`config.mk`:
```
export PLATFORM = sky130hd
export DESIGN_NAME = pid_loop_sequencer_flat
export DESIGN_NICKNAME = d
export VERILOG_FILES = /design/src/rtl/pid_loop_sequencer_if.sv /design/src/rtl/pid_loop_sequencer.sv /design/src/flat_wrapper.sv
export SDC_FILE = /design/constraint.sdc
export NUM_CORES = 1
export LEC_CHECK = 0
export BUFFER_PORTS_ARGS = -buffer_cell sky130_fd_sc_hd__buf_2
export CAP_MARGIN = 10
export CORE_MARGIN = 5
export CORE_UTILIZATION = 65
export CTS_BUF_LIST = sky130_fd_sc_hd__clkbuf_16
export CTS_CLUSTER_DIAMETER = 40
export DETAILED_ROUTE_END_ITERATION = 16
export PLACE_DENSITY = 0.83
export SYNTH_ARGS = -nofsm -noshare
export SYNTH_HDL_FRONTEND = slang
export SYNTH_SLANG_ARGS = --single-unit
export TNS_END_PERCENT = 1
```
`constraint.sdc`:
```
create_clock -name clk_i -period 10.7 [get_ports clk_i]
set_input_delay 1.605 -clock clk_i [delete_from_list [all_inputs] [get_ports clk_i]]
set_output_delay 1.605 -clock clk_i [all_outputs]
set_load 0.02 [all_outputs]
```
`src/rtl/pid_loop_sequencer_if.sv`:
```
// Signal bundle between the host control registers, the PID datapath and
// the loop sequencer. The sequencer attaches through the slave modport.
interface pid_loop_sequencer_if;
    logic        start;
    logic        abort;
    logic [31:0] target_in;
    logic [31:0] p_meas;
    logic        pid_rst_n;
    logic [31:0] pid_target;
    logic        busy;
    logic        settled;
    logic        done;
    logic        fault;

    modport master (
        output start, abort, target_in, p_meas,
        input  pid_rst_n, pid_target, busy, settled, done, fault
    );

    modport slave (
        input  start, abort, target_in, p_meas,
        output pid_rst_n, pid_target, busy, settled, done, fault
    );
endinterface

```
`src/rtl/pid_loop_sequencer.sv`:
```
// Optical-power PID loop sequencer: start-up, setpoint ramp, settle detection,
// hold and fault shutdown. Setpoints and power are unsigned Q9.23.
module pid_loop_sequencer #(
    parameter int          TICK_DIV   = 100,
    parameter logic [31:0] RAMP_STEP  = 32'd8389,
    parameter logic [31:0] SETTLE_TOL = 32'd4194,
    parameter int          SETTLE_CNT = 16,
    parameter logic [15:0] TIMEOUT    = 16'd1000
) (
    input  logic                clk_i,
    input  logic                rst_n_i,
    pid_loop_sequencer_if.slave seq_io
);

    localparam logic [2:0] S_IDLE   = 3'd0;
    localparam logic [2:0] S_RAMP   = 3'd1;
    localparam logic [2:0] S_SETTLE = 3'd2;
    localparam logic [2:0] S_HOLD   = 3'd3;
    localparam logic [2:0] S_FAULT  = 3'd4;

    localparam int            TW        = $clog2(TICK_DIV);
    localparam logic [TW-1:0] TICK_LAST = TW'(TICK_DIV - 1);
    localparam logic [7:0]    BAND_DONE = 8'(SETTLE_CNT);

    logic [2:0]    state_q, state_d;
    logic [TW-1:0] tick_cnt_q, tick_cnt_d;
    logic [7:0]    band_cnt_q, band_cnt_d;
    logic [15:0]   timeout_cnt_q, timeout_cnt_d;
    logic [31:0]   tgt_q, tgt_d;
    logic [31:0]   pid_target_q, pid_target_d;
    logic          pid_rst_n_q, pid_rst_n_d;
    logic          busy_q, busy_d;
    logic          settled_q, settled_d;
    logic          done_q, done_d;
    logic          fault_q, fault_d;

    logic        tick;
    logic [31:0] p_diff;
    logic        in_band;
    logic        ramp_up;
    logic [31:0] ramp_gap;
    logic [31:0] ramp_next;
    logic [7:0]  band_inc;
    logic [15:0] timeout_inc;

    assign tick     = (tick_cnt_q == TICK_LAST);
    assign p_diff   = (seq_io.p_meas >= pid_target_q) ? (seq_io.p_meas - pid_target_q)
                                                      : (pid_target_q - seq_io.p_meas);
    assign in_band  = (p_diff <= SETTLE_TOL);

    // The remaining gap is measured before stepping, so the step never overshoots or wraps.
    assign ramp_up   = (tgt_q >= pid_target_q);
    assign ramp_gap  = ramp_up ? (tgt_q - pid_target_q) : (pid_target_q - tgt_q);
    assign ramp_next = (ramp_gap <= RAMP_STEP) ? tgt_q
                     : (ramp_up ? (pid_target_q + RAMP_STEP) : (pid_target_q - RAMP_STEP));

    assign band_inc    = band_cnt_q + 8'd1;
    assign timeout_inc = timeout_cnt_q + 16'd1;

    always_comb begin
        state_d       = state_q;
        tick_cnt_d    = tick ? '0 : (tick_cnt_q + TW'(1));
        band_cnt_d    = band_cnt_q;
        timeout_cnt_d = timeout_cnt_q;
        tgt_d         = tgt_q;
        pid_target_d  = pid_target_q;
        pid_rst_n_d   = pid_rst_n_q;
        busy_d        = busy_q;
        settled_d     = settled_q;
        done_d        = 1'b0;
        fault_d       = fault_q;

        case (state_q)
            S_IDLE: begin
                tick_cnt_d = '0;
                if (seq_io.start) begin
                    tgt_d       = seq_io.target_in;
                    state_d     = S_RAMP;
                    pid_rst_n_d = 1'b1;
                    busy_d      = 1'b1;
                end
            end
            S_RAMP: begin
                if (tick) begin
                    pid_target_d = ramp_next;
                    if (ramp_next == tgt_q) begin
                        state_d       = S_SETTLE;
                        band_cnt_d    = '0;
                        timeout_cnt_d = '0;
                    end
                end
            end
            S_SETTLE: begin
                if (tick) begin
                    band_cnt_d = in_band ? band_inc : 8'd0;
                    // Settling takes precedence over a timeout landing on the same tick.
                    if (in_band && (band_inc == BAND_DONE)) begin
                        state_d   = S_HOLD;
                        done_d    = 1'b1;
                        settled_d = 1'b1;
                        busy_d    = 1'b0;
                    end else begin
                        timeout_cnt_d = timeout_inc;
                        if (timeout_inc == TIMEOUT) begin
                            state_d      = S_FAULT;
                            pid_rst_n_d  = 1'b0;
                            pid_target_d = '0;
                            busy_d       = 1'b0;
                            fault_d      = 1'b1;
                        end
                    end
                end
            end
            S_HOLD: begin
                if (tick) begin
                    settled_d = in_band;
                end
                if (seq_io.start) begin
                    tgt_d      = seq_io.target_in;
                    state_d    = S_RAMP;
                    busy_d     = 1'b1;
                    settled_d  = 1'b0;
                    tick_cnt_d = '0;
                end
            end
            S_FAULT: begin
                tick_cnt_d = '0;
            end
            default: begin
                state_d = S_IDLE;
            end
        endcase

        if (seq_io.abort) begin
            state_d       = S_IDLE;
            tick_cnt_d    = '0;
            band_cnt_d    = '0;
            timeout_cnt_d = '0;
            tgt_d         = '0;
            pid_target_d  = '0;
            pid_rst_n_d   = 1'b0;
            busy_d        = 1'b0;
            settled_d     = 1'b0;
            done_d        = 1'b0;
            fault_d       = 1'b0;
        end
    end

    always_ff @(posedge clk_i or negedge rst_n_i) begin
        if (!rst_n_i) begin
            state_q       <= S_IDLE;
            tick_cnt_q    <= '0;
            band_cnt_q    <= '0;
            timeout_cnt_q <= '0;
            tgt_q         <= '0;
            pid_target_q  <= '0;
            pid_rst_n_q   <= 1'b0;
            busy_q        <= 1'b0;
            settled_q     <= 1'b0;
            done_q        <= 1'b0;
            fault_q       <= 1'b0;
        end else begin
            state_q       <= state_d;
            tick_cnt_q    <= tick_cnt_d;
            band_cnt_q    <= band_cnt_d;
            timeout_cnt_q <= timeout_cnt_d;
            tgt_q         <= tgt_d;
            pid_target_q  <= pid_target_d;
            pid_rst_n_q   <= pid_rst_n_d;
            busy_q        <= busy_d;
            settled_q     <= settled_d;
            done_q        <= done_d;
            fault_q       <= fault_d;
        end
    end

    assign seq_io.pid_rst_n  = pid_rst_n_q;
    assign seq_io.pid_target = pid_target_q;
    assign seq_io.busy       = busy_q;
    assign seq_io.settled    = settled_q;
    assign seq_io.done       = done_q;
    assign seq_io.fault      = fault_q;

endmodule
```
`src/flat_wrapper.sv`:
```
// flat-port wrapper written by rule: the top's interface ports become plain ports
module pid_loop_sequencer_flat 
#(
    parameter int          TICK_DIV   = 100,
    parameter logic [31:0] RAMP_STEP  = 32'd8389,
    parameter logic [31:0] SETTLE_TOL = 32'd4194,
    parameter int          SETTLE_CNT = 16,
    parameter logic [15:0] TIMEOUT    = 16'd1000
)
  (clk_i, rst_n_i, seq_io_start, seq_io_abort, seq_io_target_in, seq_io_p_meas, seq_io_pid_rst_n, seq_io_pid_target, seq_io_busy, seq_io_settled, seq_io_done, seq_io_fault);
  pid_loop_sequencer_if seq_io_i ();
  input  logic clk_i;
  input  logic rst_n_i;
  input wire logic [$bits(seq_io_i.start)-1:0] seq_io_start;
  input wire logic [$bits(seq_io_i.abort)-1:0] seq_io_abort;
  input wire logic [$bits(seq_io_i.target_in)-1:0] seq_io_target_in;
  input wire logic [$bits(seq_io_i.p_meas)-1:0] seq_io_p_meas;
  output wire logic [$bits(seq_io_i.pid_rst_n)-1:0] seq_io_pid_rst_n;
  output wire logic [$bits(seq_io_i.pid_target)-1:0] seq_io_pid_target;
  output wire logic [$bits(seq_io_i.busy)-1:0] seq_io_busy;
  output wire logic [$bits(seq_io_i.settled)-1:0] seq_io_settled;
  output wire logic [$bits(seq_io_i.done)-1:0] seq_io_done;
  output wire logic [$bits(seq_io_i.fault)-1:0] seq_io_fault;
  assign seq_io_i.start = seq_io_start;
  assign seq_io_i.abort = seq_io_abort;
  assign seq_io_i.target_in = seq_io_target_in;
  assign seq_io_i.p_meas = seq_io_p_meas;
  assign seq_io_pid_rst_n = seq_io_i.pid_rst_n;
  assign seq_io_pid_target = seq_io_i.pid_target;
  assign seq_io_busy = seq_io_i.busy;
  assign seq_io_settled = seq_io_i.settled;
  assign seq_io_done = seq_io_i.done;
  assign seq_io_fault = seq_io_i.fault;
  pid_loop_sequencer #(.TICK_DIV(TICK_DIV), .RAMP_STEP(RAMP_STEP), .SETTLE_TOL(SETTLE_TOL), .SETTLE_CNT(SETTLE_CNT), .TIMEOUT(TIMEOUT)) u_core (.clk_i(clk_i), .rst_n_i(rst_n_i), .seq_io(seq_io_i));
endmodule
```
# ---- Yosys cells after proc, flatten, opt, wreduce, memory -nomap -nowiden
# Cells that the tools add are included.
dict set report word_totals {
  reg_bits 103
  inputBits 68
  out_inout_bits 37
  word_cells 128
}
dict set report op_classes {
  add_sub_neg 9
  magnitude_cmp 4
  n_eq_ne 20
  mux 62
  reduce_logical 22
}
# op n
set ops {}
lappend ops {{$mux W32} 12}
lappend ops {{$sub A32 B32 Y32} 4}
lappend ops {{$mux W16} 5}
lappend ops {{$ge A32 B32 Y1} 2}
lappend ops {{$pmux W32 S2} 1}
lappend ops {{$mux W8} 5}
lappend ops {{$add A32 B14 Y32 const B} 1}
lappend ops {{$eq A32 B32 Y1} 1}
lappend ops {{$le A32 B13 Y1 const B} 1}
lappend ops {{$le A32 B14 Y1 const B} 1}
lappend ops {{$pmux W16 S2} 1}
lappend ops {{$sub A32 B14 Y32 const B} 1}
lappend ops {{$mux W1} 22}
lappend ops {{$mux W3} 7}
lappend ops {{$mux W7} 3}
lappend ops {{$add A16 B1 Y16 const B} 1}
lappend ops {{$eq A16 B10 Y1 const B} 1}
lappend ops {{$pmux W8 S2} 1}
lappend ops {{$reduce_and A4 Y1} 4}
lappend ops {{$ne A3 B2 Y1 const B} 5}
lappend ops {{$reduce_and A5 Y1} 3}
lappend ops {{$pmux W7 S2} 1}
lappend ops {{$pmux W3 S4} 1}
lappend ops {{$reduce_bool A3 Y1} 4}
lappend ops {{19 further kinds} 29}

# ---- Depth between registers and ports, before layout
# Gate-level depths: netlist of run 1.
dict set report logic_depth {
  word_depth 9
  depth_mapped 27
  depth_no_buf 23
}

# ---- Worst setup path before layout of run 1
# Ideal clock, no wire load.
dict set report synth_timing {
  path_type {flip-flop to flip-flop}
  from {reg u_core.pid_target_q[1] (netlist: u_core.seq_io.pid_target[1])}
  to {reg u_core.timeout_cnt_q[5]}
  setup_time_ps 148
  arrival_ps 6289
  t_required_ps 10552
  setup_slack_ps 4262
  path_stages_with_launch 25
  path_buffers 4
  synth_period_minus_slack_ps 6438
  cell_sequence {dfrtp_1 inv_1 fa_1 a211oi_1 o21ai_0 nand2_1 and4_1 clkbuf_1 nor2_1 inv_2 ha_1 clkbuf_1 and3_1 clkbuf_1 a31oi_1 a21boi_0 o31ai_1 xnor3_1 a2111oi_0 nand4b_1 nor4_1 nand4_1 a21oi_1 clkbuf_1 o221ai_1}
}
dict set report synth_between {
  elab_chain_len 7
  elab_cells_between_ends 19
  classes_between {add/sub: 6; order compare: 4; eq/ne: 3; mux: 4; reduce/logical: 2}
}
# element line_no
set synth_rtl {}
lappend synth_rtl {{from (decl)} pid_loop_sequencer.sv:30} ;# logic [31:0] pid_target_q, pid_target_d;
lappend synth_rtl {{from (signal assigned)} pid_loop_sequencer.sv:168} ;# pid_target_q <= pid_target_d;
lappend synth_rtl {{$sub A32 B32 Y32 or $ge A32 B32 Y1 (tied branches)} {pid_loop_sequencer.sv:53, pid_loop_sequencer.sv:52}}
lappend synth_rtl {{$mux W32} pid_loop_sequencer.sv:53} ;# assign ramp_gap = ramp_up ? (tgt_q - pid_target_q) : (pid_target_q - tgt_q);
lappend synth_rtl {{$le A32 B14 Y1} pid_loop_sequencer.sv:54} ;# assign ramp_next = (ramp_gap <= RAMP_STEP) ? tgt_q
lappend synth_rtl {{$mux W32} pid_loop_sequencer.sv:54}
lappend synth_rtl {{$eq A32 B32 Y1} pid_loop_sequencer.sv:86} ;# if (ramp_next == tgt_q) begin
lappend synth_rtl {{$ne A3 B2 Y1 (no source line)} n/a}
lappend synth_rtl {{$reduce_and A5 Y1 (no source line) *} n/a}
lappend synth_rtl {{to (signal assigned)} pid_loop_sequencer.sv:166} ;# timeout_cnt_q <= timeout_cnt_d;
lappend synth_rtl {{to (decl)} pid_loop_sequencer.sv:28} ;# logic [15:0] timeout_cnt_q, timeout_cnt_d;
# Every way passes the cells marked *; elsewhere a longest branch is shown, timed or not.
# A chain may end at the register's enable or synchronous reset.

# ---- Worst setup path in the final report of run 1
dict set report layout_timing {
  from {reg u_core.pid_target_q[15] (netlist: u_core.seq_io.pid_target[15])}
  to {reg u_core.timeout_cnt_q[5]}
}
# The elaborated chain is that of the path after synthesis.

==> impl_results.md, run 1 <==
* Maximum fanout along the worst path at 33
* Relative slew slack at between 20% and 30%
* Final setup viols at 0
* Final wirelength at approximately 58000 um
* DP HPWL at approximately 46000 um
* Power per cell area at 392 nW/um^2
* FF-to-FF setup slack at approximately 2.7 ns
* Vias in the first global route at 16300
* Most frequent cells after synthesis: 208 x a21oi_1, 184 x nand2_1, 162 x ha_1
* Status: complete, no violations
* Die Width at between 150 and 200 um
* Starting Density at approximately two thirds
* Setup Fix Bufs, Post-CTS at 0
* Async set-reset flop share out of synthesis at between 90% and 100%
* Mean post-synth cell area at between 7 and 8 um^2
* Final nets at about 2400
* Hold Fails Final Rpt at 0
* Synth Warn # at 0
* FMAX at around 0.12 GHz
* First-pass GRT wire length at just under 90000 um
* # rows at 57
* Dpl cell area at between 15000 and 20000 um^2
* Core area at 24200 um^2
* CTS max path bufs at 2
* GPL Wtd Cong at roughly 1.1
* Required @ worst endpoint at between 10 and 15 ns
* Layout cells sized above 1 at between 10% and 20%
* Synth area leaders: dfrtp_1 16%, ha_1 13%, a21oi_1 6.5%, nand2_1 4.3%, xnor2_1 4.0%
* GRT overflow at 0
* Number of gates resized after cts at 0
* Clock Skew at approximately 0.021 ns
* Post-synthesis sequential area ratio at between 10% and 20%
* Slew Limit Fails at 0
* Pwr Total at 6620 uW
* PortBufs at roughly 100
* Reg2reg path depth at 22
* Routed Antenna Nets at 0
* Reg clk slew, reported paths at 0.09 ns
* Tcrit/Tclk final at around 75%
* Hold Path Depth at 1
* Worst-skew pair later-pin latency at 0.37 ns
* Peak VDD IR at 0.303 mV
* WL/cell at 23.5 um
* Minimum clock period at around 8.0 ns
* Die area at ~28000 um^2
* Lkg Pwr at roughly 0.0073 uW
* Net Count, Synth at about 2300
* I/O Pins at ~110
* Worst hold path type: flop to flop
* Post-synth EDFFs at 0
* Fin util at a little over two thirds
* Number of synthesized register bits at 103
* Final Cell Area at 16900 um^2
* Ys flop type: dfrtp_1
* DR vias/cell at 7.16
* H-Tree Depth at 3
* Share of the synthesized area in the top cell type at about 16%
* Num CTS Buffers at 9
* Hold Buf Count CTS at 0
* Die H at around 170 um
* CTS tree: done
* Top cell type by total area after synthesis: dfrtp_1
* CTS Sinks at ~100
* CP Launch Type: flop
* Critical Path End Type: flop
* Synthesized instance count at around 2100
* P&R area growth vs syn at 5.59%
* Iteration count of the initial detailed-routing pass at 6
* DRC at 0
* RSZ-0062 raised after global routing: no
* Setup CP Type: flop to flop
* Total of max-cap violations at 0
* 1st-iter DRT viols at about 2500
* Count leader, synth: a21oi_1
* Total Routing Usage GR at 39.2%
* ANT cells at 0
* Largest net degree at the start of global routing at 60
* Clk root buf: clkbuf_16
* Worst Max-Slew Pin Slew at 1.15 ns
* Library cells used by synthesis at 93
* Antenna violations before repair at 0
* Crit path DAT at 8.27 ns
* Via Count at about 18000
* WHS at ~0.5 ns
* Post-Syn Area at 16000 um^2
* Fin Setup TNS at 0 ns
cells by family after synthesis:
| kind of cell | share of synthesized area, % |
|---|---|
| AOI/OAI and AO/OA | 30.6 |
| xor gates and xnor gates | 6.81 |
| adders and majority gates | 13.3 |
| buffers and inverters | 6.65 |
| DFF | 16.1 |
| muxes | 5.82 |
| and+or+nand+nor | 20.6 |
metal layers:
layer	up-vias	GRT usage [%]	part of all wire, %
met5	-	0	0
met4	0	17.1	5.2
met3	217	6.64	12
met2	1190	60.5	43
met1	8265	54.2	40
li1	7862	-	-
layout by cell type (no fill, tap or decap), types with 16 or more instances in the layout:
cell / n
buf_2: 103
o211ai_1: 36
o21bai_1: 20
nor2_1: 123
nor3_1: 54
dfrtp_1: 103
o21a_1: 25
nand3_1: 56
nand4_1: 42
xor2_1: 46
mux2i_1: 43
and3_1: 18
xnor2_1: 73
a21o_1: 40
inv_1: 151
or3_1: 16
a21oi_1: 208
ha_1: 162
nor2b_1: 21
mux2_4: 28
nor4_1: 21
nand2b_1: 27
a31oi_1: 23
o21ai_0: 123
and4_1: 17
a211oi_1: 27
a22o_1: 33
nand2_1: 184
o221ai_1: 18
where the power goes:
part,switching (uW),internal [uW],total [uW]
Clock,180,188,368
Combinational,3430,2140,5560
Sequential,214,470,684
flip-flops by register name, summed over array words and instances (netlist names):
name / cells
u_core.timeout_cnt_q: 16
u_core.seq_io.busy: 1
u_core.seq_io.done: 1
u_core.state_q: 3
u_core.seq_io.pid_target: 32
u_core.tick_cnt_q: 7
u_core.seq_io.pid_rst_n: 1
u_core.band_cnt_q: 8
u_core.seq_io.settled: 1
u_core.seq_io.fault: 1
u_core.tgt_q: 32
worst max-delay path: stages, from the launching register on:
cell and delay [ns]:
dfrtp_1 0.55, inv_1 0.15, ha_1 0.45, a21oi_1 0.47, o21ai_0 0.31, a221oi_1 0.51, and4_1 0.43, nor2_1 0.12
inv_2 0.58, ha_1 0.39, a211oi_1 0.38, o21ai_0 0.25, nand4b_1 0.27, a21boi_0 0.21, o31ai_1 0.63, xnor3_1 0.31
a2111oi_0 0.38, nand4b_1 0.17, nor4_1 0.30, nand4_1 0.32, a21oi_1 0.25, buf_4 0.30, o221ai_1 0.16
final cells by class:
class / count / area, um^2
multi-input cells: 1736 / 12400
fillers: 2057 / 7390
flip-flops and latches: 103 / 2580
repair buffers: 118 / 632
inverters: 152 / 571
well taps: 324 / 405
clock buffers: 9 / 225
clock inverters: 7 / 91.3
per-stage QoR:
stage / std cells / setup WS (ns)
3_3_place_gp: 2432 / 3.21
3_5_place_dp: 2432 / 3.06
2_1_floorplan: 2102 / 4.26
4_1_cts: 2448 / 2.99
6_report: 2449 / 2.66
5_1_grt: 2449 / 2.35
path summary, 6_finish.rpt:
check	to	from
max	u_core.timeout_cnt_q[5]	u_core.seq_io.pid_target[15]
min	u_core.tick_cnt_q[0]	u_core.tick_cnt_q[0]
max reg2reg	u_core.timeout_cnt_q[5]	u_core.seq_io.pid_target[15]
min reg2reg	u_core.tick_cnt_q[0]	u_core.tick_cnt_q[0]
max in group asynchronous	u_core.timeout_cnt_q[2]	rst_n_i
min in group asynchronous	u_core.seq_io.pid_target[5]	rst_n_i
No activity file was read; power rests on OpenSTA's default activity.
==> run 2: changes to the inputs <==
--- a/config.mk
+++ b/config.mk
@@ -8,11 +8,11 @@
 export BUFFER_PORTS_ARGS = -buffer_cell sky130_fd_sc_hd__buf_2
 export CAP_MARGIN = 10
 export CORE_MARGIN = 5
-export CORE_UTILIZATION = 65
+export CORE_UTILIZATION = 58
 export CTS_BUF_LIST = sky130_fd_sc_hd__clkbuf_16
 export CTS_CLUSTER_DIAMETER = 40
 export DETAILED_ROUTE_END_ITERATION = 16
-export PLACE_DENSITY = 0.83
+export PLACE_DENSITY = 0.78
 export SYNTH_ARGS = -nofsm -noshare
 export SYNTH_HDL_FRONTEND = slang
 export SYNTH_SLANG_ARGS = --single-unit
==> constraint.sdc (replaced) <==
create_clock -name clk_i -period 6.8 [get_ports clk_i]
set_input_delay 1.02 -clock clk_i [delete_from_list [all_inputs] [get_ports clk_i]]
set_output_delay 1.02 -clock clk_i [all_outputs]
set_load 0.02 [all_outputs]
==> run 2 against run 1 <==
Die area increased by 11%. Clock skew shrank 0.0032 ns. Total power up 72%. Setup slack got worse by 2.3 ns. Largest cell class unchanged. Count of clock-buffer cells in the layout stayed put. Flip-flop and latch count unchanged. Design area rose by 6.5%.
==> impl_results.md, run 2 (same netlist as run 1, synthesis figures left out) <==
* Iteration count of the initial detailed-routing pass at 6 (unchanged)
* Routed Antenna Nets at 0 (unchanged)
* Largest net degree at the start of global routing at 60 (unchanged)
* RR Endpoint: u_core.timeout_cnt_q[5]
* Core area at 27000 um^2 (+11%)
* FF-to-FF setup slack at 0.41 ns (-2.25 ns)
* Hold Path Depth at 1 (unchanged)
* Via Count at 17900 (+2.1%)
* # rows at 60 (+5.3%)
* I/O Pins at 105 (unchanged)
* Final wirelength at 60800 um (+5.7%)
* Required @ worst endpoint at 7.03 ns (-3.90 ns)
* DP Cell Count at 2589 (+6.5%)
* Hold Fails Final Rpt at 0 (unchanged)
* FMAX at 0.156 GHz (+26%)
* GPL Wtd Cong at 1.11 (+1.7%)
* H-Tree Depth at 3 (unchanged)
* Reg clk slew, reported paths at 0.08 ns (about the same)
* 1st-iter DRT viols at 2292 (-9.0%)
* Non-Filler Instances at 2606 (+6.4%)
* Worst Min Path Start: u_core.tick_cnt_q[0]
* Total of max-cap violations at 0 (unchanged)
* WL/cell at 23.3 um (-0.66%)
* PortBufs at 104 (unchanged)
* P&R area growth vs syn at 12.5%
* CP Launch Type: flop
* Setup CP Type: flop to flop
* First-pass GRT wire length at 94000 um (+5.5%)
* CTS Sinks at 103 (unchanged)
* DP HPWL at 49700 um (+8.9%)
* Final Cell Area at 18000 um^2 (+6.5%)
* Worst hold path type: flop to flop
* Lkg Pwr at 0.00796 uW (+9.3%)
* Power per cell area at 634 nW/um^2 (+62%)
* Clk root buf: clkbuf_16
* Critical Path End Type: flop
* Vias in the first global route at 16900 (+3.7%)
* ANT cells at 0 (unchanged)
* Relative slew slack at 15.0% (-7.5 points)
* Dpl cell area at 17600 um^2 (+6.6%)
* DR vias/cell at 6.87 (-4.0%)
* Final setup viols at 0 (unchanged)
* Die area at 31000 um^2 (+11%)
* Peak VDD IR at 0.484 mV (+60%)
* CTS max path bufs at 2 (unchanged)
* Met2 Resource Use GR at 58.2% (-2.2 points)
* Commonest non-fill, non-tap cell in the layout: a21oi_1
* DRC at 0 (unchanged)
* Worst-skew pair later-pin latency at 0.37 ns (about the same)
* Most frequent cells in the layout: 208 x a21oi_1, 183 x nand2_1, 158 x ha_1
* Status: complete, no violations
* Slew Limit Fails at 0 (unchanged)
* Minimum clock period at 6.39 ns (-1.65 ns)
* Layout cells sized above 1 at 16.0% (+5.8 points)
* Worst Max-Slew Pin Slew at 1.26 ns (+0.111 ns)
* Num CTS Buffers at 9 (unchanged)
* Final nets at 2496 (+6.0%)
* Most Used Layer, Global Route: met2
* WHS at 0.458 ns (-0.0394 ns)
* Die Width at 176 um (+5.5%)
* Reg2reg path depth at 25 (+14%)
* Global routing met1 resource utilization at 52.5% (-1.8 points)
* Tcrit/Tclk final at 94.0% (+19 points)
* GRT overflow at 0 (unchanged)
* Starting Density at 59.1% (-6.8 points)
* Reg2reg start: u_core.tgt_q[15]
* Crit path DAT at 6.62 ns (-1.65 ns)
* Clock Skew at 0.0180 ns (-0.00321 ns)
* Antenna violations before repair at 0 (unchanged)
* Hold path endpoint: u_core.tick_cnt_q[0]
* Total Routing Usage GR at 38.2% (-1.0 points)
* GR Util met3 at 8.91% (+2.3 points)
* Die H at 176 um (+5.5%)
* Maximum fanout along the worst path at 21 (-36%)
* CTS tree: done
==> run 2: changes by cell type in the layout (fill, tap and decap cells not counted), sizes merged <==
cell      change
buf         +141
inv           -1
clkinvlp      +2
clkinv        -2
==> run 2: stage by stage <==
| stage | setup slack, ns | TNS, ns | total power (uW) | utilization [%] |
|---|---|---|---|---|
| 2_1_floorplan | 0.362 | 0 | 7380 | - |
| 3_3_place_gp | 0.510 | 0 | 10300 | 65.2 |
| 3_5_place_dp | 0.438 | 0 | 10500 | 65.2 |
| 4_1_cts | 0.421 | 0 | 11100 | 66.3 |
| 5_1_grt | -0.000435 | -0.000435 | 12200 | 66.5 |
| 6_report | 0.405 | 0 | 11400 | 66.5 |
==> run 2: final cells by class <==
class                           count  area [um^2]
Inverter                          152          571
Tap cell                          341          427
Timing Repair Buffer              259         1710
Fill cell                        2322         9060
Clock buffer                        9          225
Clock inverter                      6         70.1
Multi-Input combinational cell   1736        12400
Sequential cell                   103         2580
==> run 2: critical path, cell delays in order, from the launching register on <==
cell	delay, ns
dfrtp_1	0.52
ha_2	0.52
nand2_1	0.17
o21ai_0	0.37
a221oi_1	0.10
buf_4	0.16
and4_1	0.21
nor2_1	0.28
inv_2	0.21
buf_12	0.18
buf_4	0.15
ha_1	0.43
nand4_1	0.19
buf_4	0.18
a2111oi_0	0.27
buf_4	0.21
o21ai_0	0.14
a31oi_1	0.26
xor2_1	0.28
xnor2_1	0.11
nor4_1	0.28
buf_4	0.16
nand4_1	0.21
a21oi_1	0.33
buf_12	0.20
o221ai_1	0.13
==> run 2: how the worst max path moves through the flow <==
| stage | slack [ns] | cells past startpoint | end | from |
|---|---|---|---|---|
| finish | 0.41 | 25 | u_core.timeout_cnt_q[5] | u_core.tgt_q[15] |
| global route | -0.0004 | 23 | u_core.band_cnt_q[1] | u_core.tgt_q[25] |
| CTS | 0.42 | 23 | u_core.timeout_cnt_q[5] | u_core.tgt_q[25] |
| detailed placement | 0.44 | 23 | u_core.timeout_cnt_q[15] | u_core.tgt_q[25] |
| global placement | 0.51 | 15 | u_core.seq_io.pid_target[5] | seq_io_p_meas[22] |
| floorplan | 0.36 | 24 | u_core.timeout_cnt_q[8] | u_core.seq_io.pid_target[1] |
==> run 2: timing repair <==
action	in CTS	in global routing
gates resized for setup	0	7
hold buffers	0	0
endpoints found under the hold margin	0	0
setup buffers	0	2
endpoints found under the setup margin	0	26
==> run 2: power by group <==
part	internal, uW	switching [uW]
logic	4110	5840
clock network	285	250
registers	743	169
==> run 2: per-layer routing <==
metal | share of wire, % | wire length (um)
met1 | 41 | 25000
met5 | 0 | 0
met3 | 12 | 7120
met4 | 4.6 | 2790
met2 | 43 | 25900
==> run 3: changes to the inputs <==
--- a/config.mk
+++ b/config.mk
@@ -8,11 +8,11 @@
 export BUFFER_PORTS_ARGS = -buffer_cell sky130_fd_sc_hd__buf_2
 export CAP_MARGIN = 10
 export CORE_MARGIN = 5
-export CORE_UTILIZATION = 58
+export CORE_UTILIZATION = 64
 export CTS_BUF_LIST = sky130_fd_sc_hd__clkbuf_16
 export CTS_CLUSTER_DIAMETER = 40
 export DETAILED_ROUTE_END_ITERATION = 16
-export PLACE_DENSITY = 0.78
+export PLACE_DENSITY = 0.82
 export SYNTH_ARGS = -nofsm -noshare
 export SYNTH_HDL_FRONTEND = slang
 export SYNTH_SLANG_ARGS = --single-unit
==> constraint.sdc (replaced) <==
create_clock -name clk_i -period 6.4 [get_ports clk_i]
set_input_delay 0.96 -clock clk_i [delete_from_list [all_inputs] [get_ports clk_i]]
set_output_delay 0.96 -clock clk_i [all_outputs]
set_load 0.02 [all_outputs]
==> run 3 against run 2 <==
Wire length is 2.0% higher. Via count is 3.0% higher. Register-to-register slack worse by 0.33 ns. Flip-flop and latch count stayed put. Utilization is 7.5 points higher. Sequential power hardly changed. Design area is 0.79% higher. Die area is 8.9% lower. Global-route usage is 4.0 points higher. First-iteration DRC count is 8.3% higher. Critical endpoint is now u_core.band_cnt_q[1].
==> impl_results.md, run 3 (same netlist as run 1, synthesis figures left out) <==
* Status: complete, no violations
* Final Cell Area at 18100 um^2 (+0.79%)
* Starting Density at 65.3% (+6.2 points)
* Most Used Layer, Global Route: met2
* Peak VDD IR at 0.568 mV (+17%)
* Largest net degree at the start of global routing at 59 (-1.7%)
* Met2 Resource Use GR at 63.5% (+5.2 points)
* CTS Sinks at 103 (unchanged)
* Lkg Pwr at 0.00805 uW (+1.1%)
* P&R area growth vs syn at 13.4%
* Final setup viols at 0 (unchanged)
* Routed Antenna Nets at 0 (unchanged)
* Vias in the first global route at 17200 (+2.1%)
* GRT overflow at 0 (unchanged)
* CP top delay family: compound AO/OA/AOI/OAI gates
* Total Routing Usage GR at 42.2% (+4.0 points)
* Int Pwr at 5320 uW (+3.6%)
* Num CTS Buffers at 9 (unchanged)
* Layout cells sized above 1 at 16.9% (+0.91 points)
* Worst Max-Slew Pin Slew at 1.11 ns (-0.151 ns)
* Most frequent cells in the layout: 205 x a21oi_1, 184 x nand2_1, 167 x buf_4
* Hold Fails Final Rpt at 0 (unchanged)
* WL/cell at 23.8 um (+2.2%)
* Maximum fanout along the worst path at 12 (-43%)
* Reg clk slew, reported paths at 0.09 ns (about the same)
* Power per cell area at 672 nW/um^2 (+5.9%)
* CTS tree: done
* Switching power share of the total at 56.3% (+1.3 points)
* DRC at 0 (unchanged)
* Layout filler cell count at 1897 (-18%)
* FMAX at 0.158 GHz (+1.1%)
* Worst hold path type: flop to flop
* Antenna violations before repair at 0 (unchanged)
* Seq pwr share at 7.5% (-0.5 points)
* Die H at 168 um (-4.5%)
* PortBufs at 104 (unchanged)
* Worst Path Buf+Inv at 6 (-2)
* CP max-delay cell: dfrtp_1
* DP Cell Count at 2586 (-0.12%)
* Sw power at 6840 uW (+9.3%)
* Minimum clock period at 6.32 ns (-0.0705 ns)
* Max stage delay on crit path at 0.39 ns (-0.13 ns)
* Worst path most repeated cell: buf_4
* FF-to-FF setup slack at 0.08 ns (-0.33 ns)
* DR vias/cell at 7.08 (+3.1%)
* Final wirelength at 62100 um (+2.0%)
* CP Launch Type: flop
* I/O Pins at 105 (unchanged)
* Relative slew slack at 25.1% (+10 points)
* Total of max-cap violations at 0 (unchanged)
* Commonest non-fill, non-tap cell in the layout: a21oi_1
* First-pass GRT wire length at 95600 um (+1.7%)
* ANT cells at 0 (unchanged)
* Final nets at 2509 (+0.52%)
* Tcrit/Tclk final at 98.8% (+4.8 points)
* Iteration count of the initial detailed-routing pass at 7 (+1)
* Clock group share of total power at 5.0% (+0.3 points)
* Core area at 24500 um^2 (-9.5%)
* Via Count at 18400 (+3.0%)
* Clk root buf: clkbuf_16
* GR Util met3 at 11.5% (+2.6 points)
* Required @ worst endpoint at 6.69 ns (-0.34 ns)
* H-Tree Depth at 3 (unchanged)
* GPL Wtd Cong at 1.08 (-2.3%)
* Critical-path cell list: inv_1, ha_1, and2_1, a221o_1, a211oi_2, a21o_1, nor2_2, buf_4, buf_4, ha_1, and3_2, nand3_1, a2111oi_1, buf_4, o21ai_1, a31oi_1, xor2_1, xnor2_1, nor4_2, buf_4, nand4_1, a21oi_1, buf_4, mux2i_1
* DP HPWL at 49600 um (-0.21%)
* # rows at 57 (-5.0%)
* Pwr Total at 12200 uW (+6.8%)
* Slew Limit Fails at 0 (unchanged)
* Crit path DAT at 6.61 ns (about the same)
* Comb pwr share at 87.5% (+0.2 points)
* Global routing met1 resource utilization at 57.8% (+5.3 points)
* Worst-skew pair later-pin latency at 0.38 ns (about the same)
* Non-Filler Instances at 2603 (-0.12%)
* Die Width at 168 um (-4.5%)
* Dpl cell area at 17700 um^2 (+0.43%)
* 1st-iter DRT viols at 2482 (+8.3%)
* Die area at 28200 um^2 (-8.9%)
* CTS max path bufs at 2 (unchanged)
* Setup CP Type: flop to flop
* Critical Path End Type: flop
* Clock Skew at 0.0202 ns (+0.00216 ns)
==> run 3: changes by cell type in the layout (fill, tap and decap cells not counted), sizes merged <==
cell and delta:
buf +13, bufinv -1, clkinv +3, clkinvlp -3, inv +2
==> run 3: final cells by class <==
cell class / instances / area, um^2 / area share, %
Multi-Input combinational cell: 1736 / 12400 / 68.7
Clock inverter: 7 / 86.3 / 0.477
Sequential cell: 103 / 2580 / 14.2
Tap cell: 324 / 405 / 2.24
Timing Repair Buffer: 272 / 1800 / 9.95
Clock buffer: 9 / 225 / 1.24
Inverter: 152 / 573 / 3.17
==> run 3: what timing repair did <==
item / in CTS / in global routing
pin swaps: 0 / 1
setup endpoints to repair: 4 / 26
hold buffers: 0 / 0
buffers inserted: 0 / 1
resized for setup: 1 / 22
==> run 3: power by group through the flow <==
stage / clock network [uW] / logic (uW) / registers, uW
floorplan: 0 / 6790 / 1060
global placement: 0 / 9810 / 906
detailed placement: 0 / 10000 / 917
CTS: 604 / 10100 / 905
global route: 634 / 11300 / 926
finish: 605 / 10600 / 914
==> run 3: per-stage QoR <==
step	TNS, ns	util (%)	hold slack, ns	worst slack (ns)
CTS	0	73.7	0.456	0.0794
global route	-0.00403	74.0	0.500	-0.00202
finish	0	74.0	0.453	0.0757
detailed placement	0	72.4	0.444	0.00489
floorplan	0	-	0.425	0.0337
global placement	0	72.4	0.442	0.141
==> run 3: path summary, 6_finish.rpt <==
check	cells past startpoint	from	endpoint
worst min-delay path	1	u_core.tick_cnt_q[0]	u_core.tick_cnt_q[0]
worst max-delay path	24	u_core.seq_io.pid_target[30]	u_core.band_cnt_q[1]
min in group asynchronous	1	rst_n_i	u_core.tgt_q[4]
worst max register to register	24	u_core.seq_io.pid_target[30]	u_core.band_cnt_q[1]
worst min register to register	1	u_core.tick_cnt_q[0]	u_core.tick_cnt_q[0]
max in group asynchronous	2	rst_n_i	u_core.band_cnt_q[1]
==> run 3: routing by layer <==
layer	up-vias	part of all wire, %
li1	8135	-
met5	-	0
met4	0	4.9
met1	8671	39
met3	239	14
met2	1394	42
